File: src/rtl/switch_conditioner.sv
// switch_conditioner: synchronises and debounces the board switch bus that
// feeds PORT_A of the I/O buffer. Each bit goes through a flop synchroniser.
// A new level is accepted only after STABLE_COUNT consecutive sample ticks
// all see that level. sw_changed pulses for one cycle on each accepted flip.
// Optional macro SWCOND_IRQ_EN adds sticky pending flags, an ack mask and an
// interrupt request.
module switch_conditioner #(
    parameter int unsigned WIDTH        = 32,
    parameter int unsigned SYNC_STAGES  = 2,
    parameter int unsigned TICK_DIV     = 50000,
    parameter int unsigned STABLE_COUNT = 4
) (
    input  logic             clk,
    input  logic             rst,
    input  logic [WIDTH-1:0] switch_in,
    output logic [WIDTH-1:0] sw_out,
    output logic [WIDTH-1:0] sw_changed
`ifdef SWCOND_IRQ_EN
    ,
    input  logic [WIDTH-1:0] irq_ack,
    output logic [WIDTH-1:0] pending,
    output logic             irq
`endif
);

    localparam int unsigned CW = $clog2(STABLE_COUNT + 1);
    localparam int unsigned TW = (TICK_DIV > 1) ? $clog2(TICK_DIV) : 1;
    localparam logic [TW-1:0] TICK_LAST = TW'(TICK_DIV - 1);
    localparam logic [CW-1:0] CNT_LAST  = CW'(STABLE_COUNT - 1);

    logic [WIDTH-1:0] sync_q [SYNC_STAGES];
    logic [WIDTH-1:0] sync;
    logic [TW-1:0]    tick_cnt;
    logic             tick;
    logic [CW-1:0]    cnt_q [WIDTH];
    logic [CW-1:0]    cnt_d [WIDTH];
    logic [WIDTH-1:0] sw_d;
    logic [WIDTH-1:0] changed_d;

    assign sync = sync_q[SYNC_STAGES-1];
    assign tick = (tick_cnt == TICK_LAST);

    // Multi-flop synchroniser; the only path from switch_in into the logic.
    always_ff @(posedge clk) begin
        if (rst) begin
            for (int unsigned s = 0; s < SYNC_STAGES; s++) sync_q[s] <= '0;
        end else begin
            sync_q[0] <= switch_in;
            for (int unsigned s = 1; s < SYNC_STAGES; s++) sync_q[s] <= sync_q[s-1];
        end
    end

    // Free-running sample tick divider, wraps at TICK_DIV-1.
    always_ff @(posedge clk) begin
        if (rst)       tick_cnt <= '0;
        else if (tick) tick_cnt <= '0;
        else           tick_cnt <= tick_cnt + TW'(1);
    end

    // Per-bit stability counting on tick edges; flip after STABLE_COUNT differing ticks.
    always_comb begin
        sw_d = sw_out;
        for (int unsigned i = 0; i < WIDTH; i++) begin
            cnt_d[i] = cnt_q[i];
            if (tick) begin
                if (sync[i] == sw_out[i]) begin
                    cnt_d[i] = '0;
                end else if (cnt_q[i] == CNT_LAST) begin
                    sw_d[i]  = ~sw_out[i];
                    cnt_d[i] = '0;
                end else begin
                    cnt_d[i] = cnt_q[i] + CW'(1);
                end
            end
        end
        changed_d = sw_d ^ sw_out;
    end

    // Debounce state, debounced level and change pulse registers.
    always_ff @(posedge clk) begin
        if (rst) begin
            for (int unsigned i = 0; i < WIDTH; i++) cnt_q[i] <= '0;
            sw_out     <= '0;
            sw_changed <= '0;
        end else begin
            for (int unsigned i = 0; i < WIDTH; i++) cnt_q[i] <= cnt_d[i];
            sw_out     <= sw_d;
            sw_changed <= changed_d;
        end
    end

`ifdef SWCOND_IRQ_EN
    // Sticky change flags; a new change wins over a same-cycle ack.
    always_ff @(posedge clk) begin
        if (rst) pending <= '0;
        else     pending <= (pending & ~irq_ack) | changed_d;
    end

    assign irq = |pending;
`endif

endmodule

File: config.mk
export PLATFORM = sky130hd
export DESIGN_NAME = switch_conditioner
export DESIGN_NICKNAME = d
export VERILOG_FILES = /design/src/rtl/switch_conditioner.sv
export SDC_FILE = /design/constraint.sdc
export NUM_CORES = 1
export LEC_CHECK = 0
export BUFFER_PORTS_ARGS = -buffer_cell sky130_fd_sc_hd__buf_2
export CORE_MARGIN = 10
export CORE_UTILIZATION = 37
export DETAILED_ROUTE_END_ITERATION = 8
export SLEW_MARGIN = 20
export SYNTH_ARGS = -nofsm -noshare
export SYNTH_HDL_FRONTEND = slang
export SYNTH_SLANG_ARGS = --single-unit
File: constraint.sdc
create_clock -name clk -period 2.3 [get_ports clk]
set_input_delay 0.345 -clock clk [delete_from_list [all_inputs] [get_ports clk]]
set_output_delay 0.345 -clock clk [all_outputs]
set_load 0.02 [all_outputs]
After elaboration in Yosys (flattened, before gate mapping)
Memories as Yosys holds them, arrays and structs flattened.
Cells that the tools add are included.
- RAM bits: 160
- flip-flop bits (word level): 80
- memories kept: 2
- output and inout port bits: 64
- input bits: 34
- memory list (name ; depth ; width ; read ports ; clocked after memory_dff ; wr ports ; RTL line ; text):
    cnt_q ; 32 ; 3 ; 32 ; 0 ; 32 ; 35 ; logic [CW-1:0] cnt_q [WIDTH];
    sync_q ; 2 ; 32 ; 2 ; 0 ; 2 ; 31 ; logic [WIDTH-1:0] sync_q [SYNC_STAGES];
- mux-type cells: 229
- equality and inequality tests: 65
- add/sub/neg operators: 33
- bitwise gates (word level): 67
- reduce and logical (&&, ||, !) cells: 1
- operator list (operator ; count):
    $mux W3 ; 128
    $mux W1 ; 99
    $add A3 B1 Y3 const B ; 32
    $eq A3 B2 Y1 const B ; 32
    $mux W32 ; 2
    $or A1 B1 Y1 ; 34
    $eq A1 B1 Y1 ; 32
    $not A1 Y1 ; 32
    $xor A32 B32 Y32 ; 1
    $add A16 B1 Y16 const B ; 1
    $eq A16 B16 Y1 const B ; 1
    $reduce_or A2 Y1 ; 1

Longest topological paths before layout
Gate-level depths: netlist of the first run.
- depth after elaboration: 5
- depth in mapped cells: 7
- gate-level depth less buffers: 5

Worst setup path after synthesis of the first run
No wires, ideal clock.
- path kind: register -> register
- start: register tick_cnt[0]
- end: memory cnt_q[0][15] in the netlist's numbering
- arrival time: 1720 ps
- stages on the path, launching flop included: 7
- data required time: 2230 ps
- setup slack: 510 ps
- library setup time: 70 ps
- cells stage by stage: dfxtp_1 -> ha_1 -> and4_1 -> nand4_2 -> buf_6 -> or4b_1 -> a21oi_1
- RTL lines (element ; RTL line ; text):
    start: declaration ; 33 ; logic [TW-1:0] tick_cnt;
    start signal: assignment ; 57 ; else tick_cnt <= tick_cnt + TW'(1);
    end: declaration ; 35 ;

Worst setup path after layout of the first run
- start: register tick_cnt[0]
- end: register sw_changed[6]
- word-level cells in the longest chain between the ends: 3
- ends and longest elaborated chain (element ; RTL line ; text):
    $eq A16 B16 Y1 ; 41 ; assign tick = (tick_cnt == TICK_LAST);
    $mux W1 ; 65 ; if (tick) begin
    $xor A32 B32 Y32 ; 76 ; changed_d = sw_d ^ sw_out;
    end signal: assignment ; 88 ; sw_changed <= changed_d;
    end: declaration ; 17 ; output logic [WIDTH-1:0] sw_changed
Every way passes these cells.
A chain may end at the register's enable or synchronous reset.

==> impl_metrics.env, run 1 <==
export IMPL_crit_fanout=15
export IMPL_maxCapViolations=0
export IMPL_synth_top_family_by_area="simple AND/OR/NAND/NOR gates"
export IMPL_gp_congestion=0.732
export IMPL_min_from="switch_in[6]"
export IMPL_top_layer="met4"
export IMPL_rsz0062_at_grt="false"
export IMPL_synth_async_reset_ratio_pct=0
export IMPL_startpoint="tick_cnt[0]$_SDFF_PP0_"
export IMPL_period_share_pct=91.7
export IMPL_yosys_warnings=0
export IMPL_route_met2_wl_mm=8.63
export IMPL_grt_overflow=0
export IMPL_r2r_start="tick_cnt[0]$_SDFF_PP0_"
export IMPL_muxShareOfSynthArea_pct=0
export IMPL_synth_compound_area_share_pct=10.4
export IMPL_post_cts_setup_buffer_count=0
export IMPL_slew_violations=0
export IMPL_slew_headroom_pct=59.5
export IMPL_setup_viol=0
export IMPL_synth_edf_count=0
export IMPL_power_internal_uw=6950
export IMPL_vias_per_cell=4.80
export IMPL_grt_pass1_vias=6536
export IMPL_worstSetupPathType="register to register"
export IMPL_antenna_found_initial=0
export IMPL_crit_arrival_ns=2.54
export IMPL_rr_worst_depth=6
export IMPL_switching_power_uw=1770
export IMPL_port_buffers=97
export IMPL_required_ns=2.73
export IMPL_synth_seq_cells=240
export IMPL_yosys_area_share_adder_pct=4.51
export IMPL_drt_iter0_drc=349
export IMPL_syn_inst=938
export IMPL_endpoint="sw_changed[6]$_SDFF_PP0_"
export IMPL_swShare_pct=20.3
export IMPL_yosys_top_cells_area="dfxtp_1 52%, nor2b_1 6.1%, ha_1 4.5%"
export IMPL_root_buffer="clkbuf_16"
export IMPL_numCtsBuffers=27
export IMPL_start_util_pct=37.6
export IMPL_totalWireLength_mm=19.0
export IMPL_seq_area_frac_synth_pct=52.5
export IMPL_dp_hpwl_mm=12.0
export IMPL_htree_levels=1
export IMPL_p_clk_share_pct=49.2
export IMPL_yosysTopAreaCell="dfxtp_1"
export IMPL_route_detailed_drc=0
export IMPL_fin_crit_ns=2.11
export IMPL_outcome="complete, no violations"
export IMPL_ys_flop_type="dfxtp_1"
export IMPL_cts_sinks=240
export IMPL_synth_cell_area_um2=9160
export IMPL_antenna_left=0
export IMPL_wl_met1_mm=9.09
export IMPL_num_antenna_cells=0
export IMPL_power_total_uw=8720
export IMPL_core_area_um2=24300
export IMPL_hold_viol_final=0
export IMPL_rrSetupSlack_ns=0.19
export IMPL_worstSkewPairLatency_ns=0.52
export IMPL_critPathCaptureType="register"
export IMPL_netlist_top_cells_count="240 x dfxtp_1, 89 x nor2b_1, 84 x nand2_1"
export IMPL_vias=6563
export IMPL_ioPinCount=98
export IMPL_start_kind="register"
export IMPL_drive_gt1_share_pct=16.7
export IMPL_fp_row_count=57
export IMPL_synthXorXnorAreaFrac_pct=4.40
export IMPL_power_density_nw_per_um2=801
export IMPL_avgSynthCellArea_um2=9.76
export IMPL_tritoncts="built"
export IMPL_dieArea_um2=31400
export IMPL_wl_per_cell_um=13.9
export IMPL_clk_pin_slew_ns=0.06
export IMPL_holdCritPathClass="input port to register"
export IMPL_reg2reg_to="sw_changed[6]$_SDFF_PP0_"
export IMPL_ys_types=36
export IMPL_ctsHoldBuffers=0
export IMPL_clock_skew_ns=0.00784
export IMPL_synth_most_common_cell="dfxtp_1"
export IMPL_ir_drop_uv=412
export IMPL_setup_tns_ns=0
export IMPL_synthSimpleGateAreaFrac_pct=25.3
export IMPL_seqPwrFrac_pct=48.6
export IMPL_worst_slew_pin_slew_ns=0.607
export IMPL_clockBufferDepth=3
export IMPL_fp_dieH_um=177
export IMPL_combPwrFrac_pct=2.2
export IMPL_grt_pass1_wl_mm=32.0
export IMPL_met3_length_um=952
export IMPL_power_leakage_uw=0.00458
export IMPL_dr_pass1_iters=4
export IMPL_nets=1090
export IMPL_cts_resized=0
export IMPL_syn_nets=1005
export IMPL_fmax_ghz=0.474
export IMPL_area_growth_pct=18.9
export IMPL_fp_dieW_um=177
export IMPL_synth_top_cell_area_share_pct=52.5
export IMPL_grt_max_degree=134
export IMPL_grt_usage_pct=11.9
## power by group through the flow
stage | registers (uW) | logic, uW | clock network, uW
floorplan | 4320 | 131 | 0
global placement | 4330 | 194 | 0
detailed placement | 4330 | 196 | 0
CTS | 4240 | 197 | 4430
global route | 4240 | 220 | 4570
finish | 4240 | 193 | 4290
## state kept, by name, indices dropped and copies added (netlist names)
| name | flops |
|---|---|
| sync_q | 64 |
| cnt_q | 96 |
| sw_changed | 32 |
| tick_cnt | 16 |
| sw_out | 32 |
## worst max-delay path, stage by stage, from the launching register on
cell and delay, ns:
dfxtp_1 0.37, ha_1 0.23, and4_1 0.33, nand4_4 0.14
nand2b_2 0.45, buf_4 0.30, nor3_1 0.20
## logic make-up after synthesis
family,Yosys count
DFF,240
AOI/OAI and AO/OA,150
and+or+nand+nor,405
adders and majority gates,33
xor gates and xnor gates,46
buffers and inverters,64
## stage by stage
| step | hold WS [ns] | util (%) | area (um2) | instances | worst slack, ns |
|---|---|---|---|---|---|
| 2_1_floorplan | 0.414 | - | 9160 | 938 | 0.510 |
| 3_3_place_gp | 0.417 | 41.0 | 9980 | 1318 | 0.247 |
| 3_5_place_dp | 0.422 | 41.0 | 9980 | 1318 | 0.159 |
| 4_1_cts | 0.00365 | 44.8 | 10900 | 1367 | 0.138 |
| 5_1_grt | 0.0156 | 44.8 | 10900 | 1367 | 0.00683 |
| 6_report | 0.0281 | 44.8 | 10900 | 1367 | 0.190 |
## cells in the final DEF, fill, tap and decap left out, drive strengths merged, types with 6 or more instances in the layout
| master | netlist | layout |
|---|---|---|
| inv | 11 | 12 |
| and4 | 13 | 13 |
| o21a | 6 | 6 |
| a21oi | 69 | 69 |
| or4b | 6 | 6 |
| nor3b | 14 | 14 |
| o21ai | 32 | 32 |
| clkinv | 0 | 6 |
| xnor2 | 44 | 44 |
| clkbuf | 36 | 40 |
| nand2 | 84 | 84 |
| nor2 | 43 | 43 |
| and3 | 33 | 33 |
| nand2b | 19 | 19 |
| ha | 33 | 33 |
| dfxtp | 240 | 240 |
| nand3b | 32 | 32 |
| nor3 | 25 | 25 |
| nor2b | 89 | 89 |
| buf | 17 | 109 |
| a41o | 14 | 14 |
| nand3 | 31 | 31 |
| a31o | 11 | 11 |
| nand4 | 7 | 7 |
| o211a | 10 | 10 |
## metal layers
layer	vias to the layer above	GRT usage (%)
met4	0	3.33
met5	-	0
met2	95	19.5
met1	3019	15.5
li1	3424	-
met3	25	2.66
## layout make-up
class                   count  area, um2
inverters                  11       41.3
flip-flops and latches    240       4800
fillers                  2298      13400
repair buffers            109        628
clock buffers              40        815
multi-input cells         634       4100
clock inverters             9       98.8
well taps                 324        405
## worst min-delay path by stage
| stage | end | depth (start not counted) |
|---|---|---|
| finish | sync_q[0][6]$_SDFF_PP0_ | 2 |
| global route | sync_q[0][30]$_SDFF_PP0_ | 2 |
| CTS | sync_q[0][19]$_SDFF_PP0_ | 2 |
| detailed placement | sync_q[0][62]$_SDFF_PP0_ | 1 |
| global placement | sync_q[0][50]$_SDFF_PP0_ | 1 |
| floorplan | sync_q[0][32]$_SDFF_PP0_ | 1 |
(Power assumes the default switching activity.)
==> inputs of run 2 (changes only) <==
==> constraint.sdc (replaced) <==
create_clock -name clk -period 2.3 [get_ports clk]
set_input_delay 0.115 -clock clk [delete_from_list [all_inputs] [get_ports clk]]
set_output_delay 0.115 -clock clk [all_outputs]
set_load 0.02 [all_outputs]
==> impl_metrics.env, run 2 (same netlist as run 1, synthesis figures left out) <==
export IMPL_outcome="complete, no violations"
export IMPL_worstSkewPairLatency_ns=0.52
export IMPL_critPathCaptureType="register"
export IMPL_tritoncts="built"
export IMPL_period_share_pct=93.4
export IMPL_start_kind="register"
export IMPL_hold_slack_ns=0.0505
export IMPL_numCtsBuffers=27
export IMPL_crit_arrival_ns=2.59
export IMPL_rsz0062_at_grt="false"
export IMPL_setup_tns_ns=0
export IMPL_grt_usage_pct=12.2
export IMPL_required_ns=2.74
export IMPL_maxCapViolations=0
export IMPL_port_buffers=97
export IMPL_largest_register="cnt_q"
export IMPL_wl_per_cell_um=13.8
export IMPL_clk_pin_slew_ns=0.06
export IMPL_clock_skew_ns=0.00740
export IMPL_core_area_um2=24300
export IMPL_totalWireLength_mm=19.4
export IMPL_final_cell_mix="240 x dfxtp_1, 96 x buf_2, 89 x nor2b_1"
export IMPL_grt_pass1_wl_mm=32.7
export IMPL_dr_pass1_iters=4
export IMPL_area_growth_pct=21.8
export IMPL_grt_pass1_vias=6652
export IMPL_drive_gt1_share_pct=15.9
export IMPL_fin_crit_ns=2.15
export IMPL_root_buffer="clkbuf_16"
export IMPL_setup_viol=0
export IMPL_fp_dieW_um=177
export IMPL_dieArea_um2=31400
export IMPL_worst_slew_pin_slew_ns=0.648
export IMPL_vias_per_cell=4.75
export IMPL_power_density_nw_per_um2=759
export IMPL_final_common_cell="dfxtp_1"
export IMPL_hold_viol_final=0
export IMPL_cts_sinks=240
export IMPL_route_detailed_drc=0
export IMPL_holdCritPathClass="input port to register"
export IMPL_slew_violations=0
export IMPL_grt_max_degree=134
export IMPL_grt_overflow=0
export IMPL_antenna_left=0
export IMPL_whs_path_depth=4
export IMPL_worstSetupPathType="register to register"
export IMPL_power_leakage_uw=0.00467
export IMPL_fp_dieH_um=177
export IMPL_start_util_pct=37.6
export IMPL_clockBufferDepth=3
export IMPL_num_antenna_cells=0
export IMPL_slew_headroom_pct=56.8
export IMPL_ioPinCount=98
export IMPL_fp_row_count=57
export IMPL_antenna_found_initial=0
export IMPL_rr_worst_depth=6
export IMPL_top_regs="cnt_q (96), sync_q (64)"
export IMPL_largest_register_ffs=96
export IMPL_crit_fanout=11
export IMPL_vias=6651
export IMPL_gp_congestion=0.753
export IMPL_drt_iter0_drc=293
export IMPL_nets=1125
export IMPL_fmax_ghz=0.466
export IMPL_dp_hpwl_mm=12.2
export IMPL_htree_levels=1
export IMPL_ir_drop_uv=445
run 2: cell types whose count changed in the layout (fill, tap and decap cells not counted):
cell,delta
clkbuf_1,+3
buf_4,+3
bufinv_16,-2
clkinv_2,-3
dlygate4sd3_1,+32
clkbuf_8,-2
clkinvlp_4,+1
run 2: metrics by stage:
step	worst slack, ns	cells	total power (uW)	instance area [um2]	util [%]
floorplan	0.510	938	4450	9160	-
global placement	0.248	1321	4520	10000	41.1
detailed placement	0.197	1321	4530	10000	41.1
CTS	0.136	1399	8580	11100	45.8
global route	0.0393	1399	8780	11100	45.8
finish	0.153	1399	8460	11100	45.8
run 2: critical path: stages, from the launching register on:
cell and delay, ns:
dfxtp_1 0.38, ha_1 0.24, and4_1 0.33, nand4_4 0.23, buf_4 0.25, or4b_1 0.46, a21oi_1 0.17
run 2: final timing paths:
kind | startpoint | to | slack (ns)
setup reg to reg | tick_cnt[0]$_SDFF_PP0_ | cnt_q[1][45]$_SDFFE_PP0N_ | 0.15
hold reg to reg | sync_q[0][13]$_SDFF_PP0_ | sync_q[0][45]$_SDFF_PP0_ | 0.43
hold / removal | rst | sw_changed[14]$_SDFF_PP0_ | 0.05
setup / recovery | tick_cnt[0]$_SDFF_PP0_ | cnt_q[1][45]$_SDFFE_PP0N_ | 0.15
run 2: where the power goes:
group	switching, uW	leakage, uW	internal [uW]
sequential	25.2	0.00195	4220
combinational	121	0.00232	112
clock	1620	0.000408	2370
total	1760	0.00467	6700
run 2: what timing repair did:
action,in CTS,in global routing
hold buffers,32,0
resized for setup,0,0
hold endpoints to repair,32,0
setup buffers,0,0
run 2: per-layer routing:
metal | GRT usage [%] | vias to the layer above | wire (um)
met1 | 15.8 | 3041 | 9270
met4 | 3.40 | 0 | 323
met5 | 0 | - | 0
li1 | - | 3490 | -
met3 | 2.74 | 26 | 984
met2 | 20.1 | 94 | 8790
run 2: final cells by class:
class,count,area (um2)
inverter,11,41.3
tap,324,405
clock inverter,5,31.3
multi-input combinational,634,4100
fill,2323,13200
timing repair buffer,144,971
clock buffer,41,798
sequential,240,4800
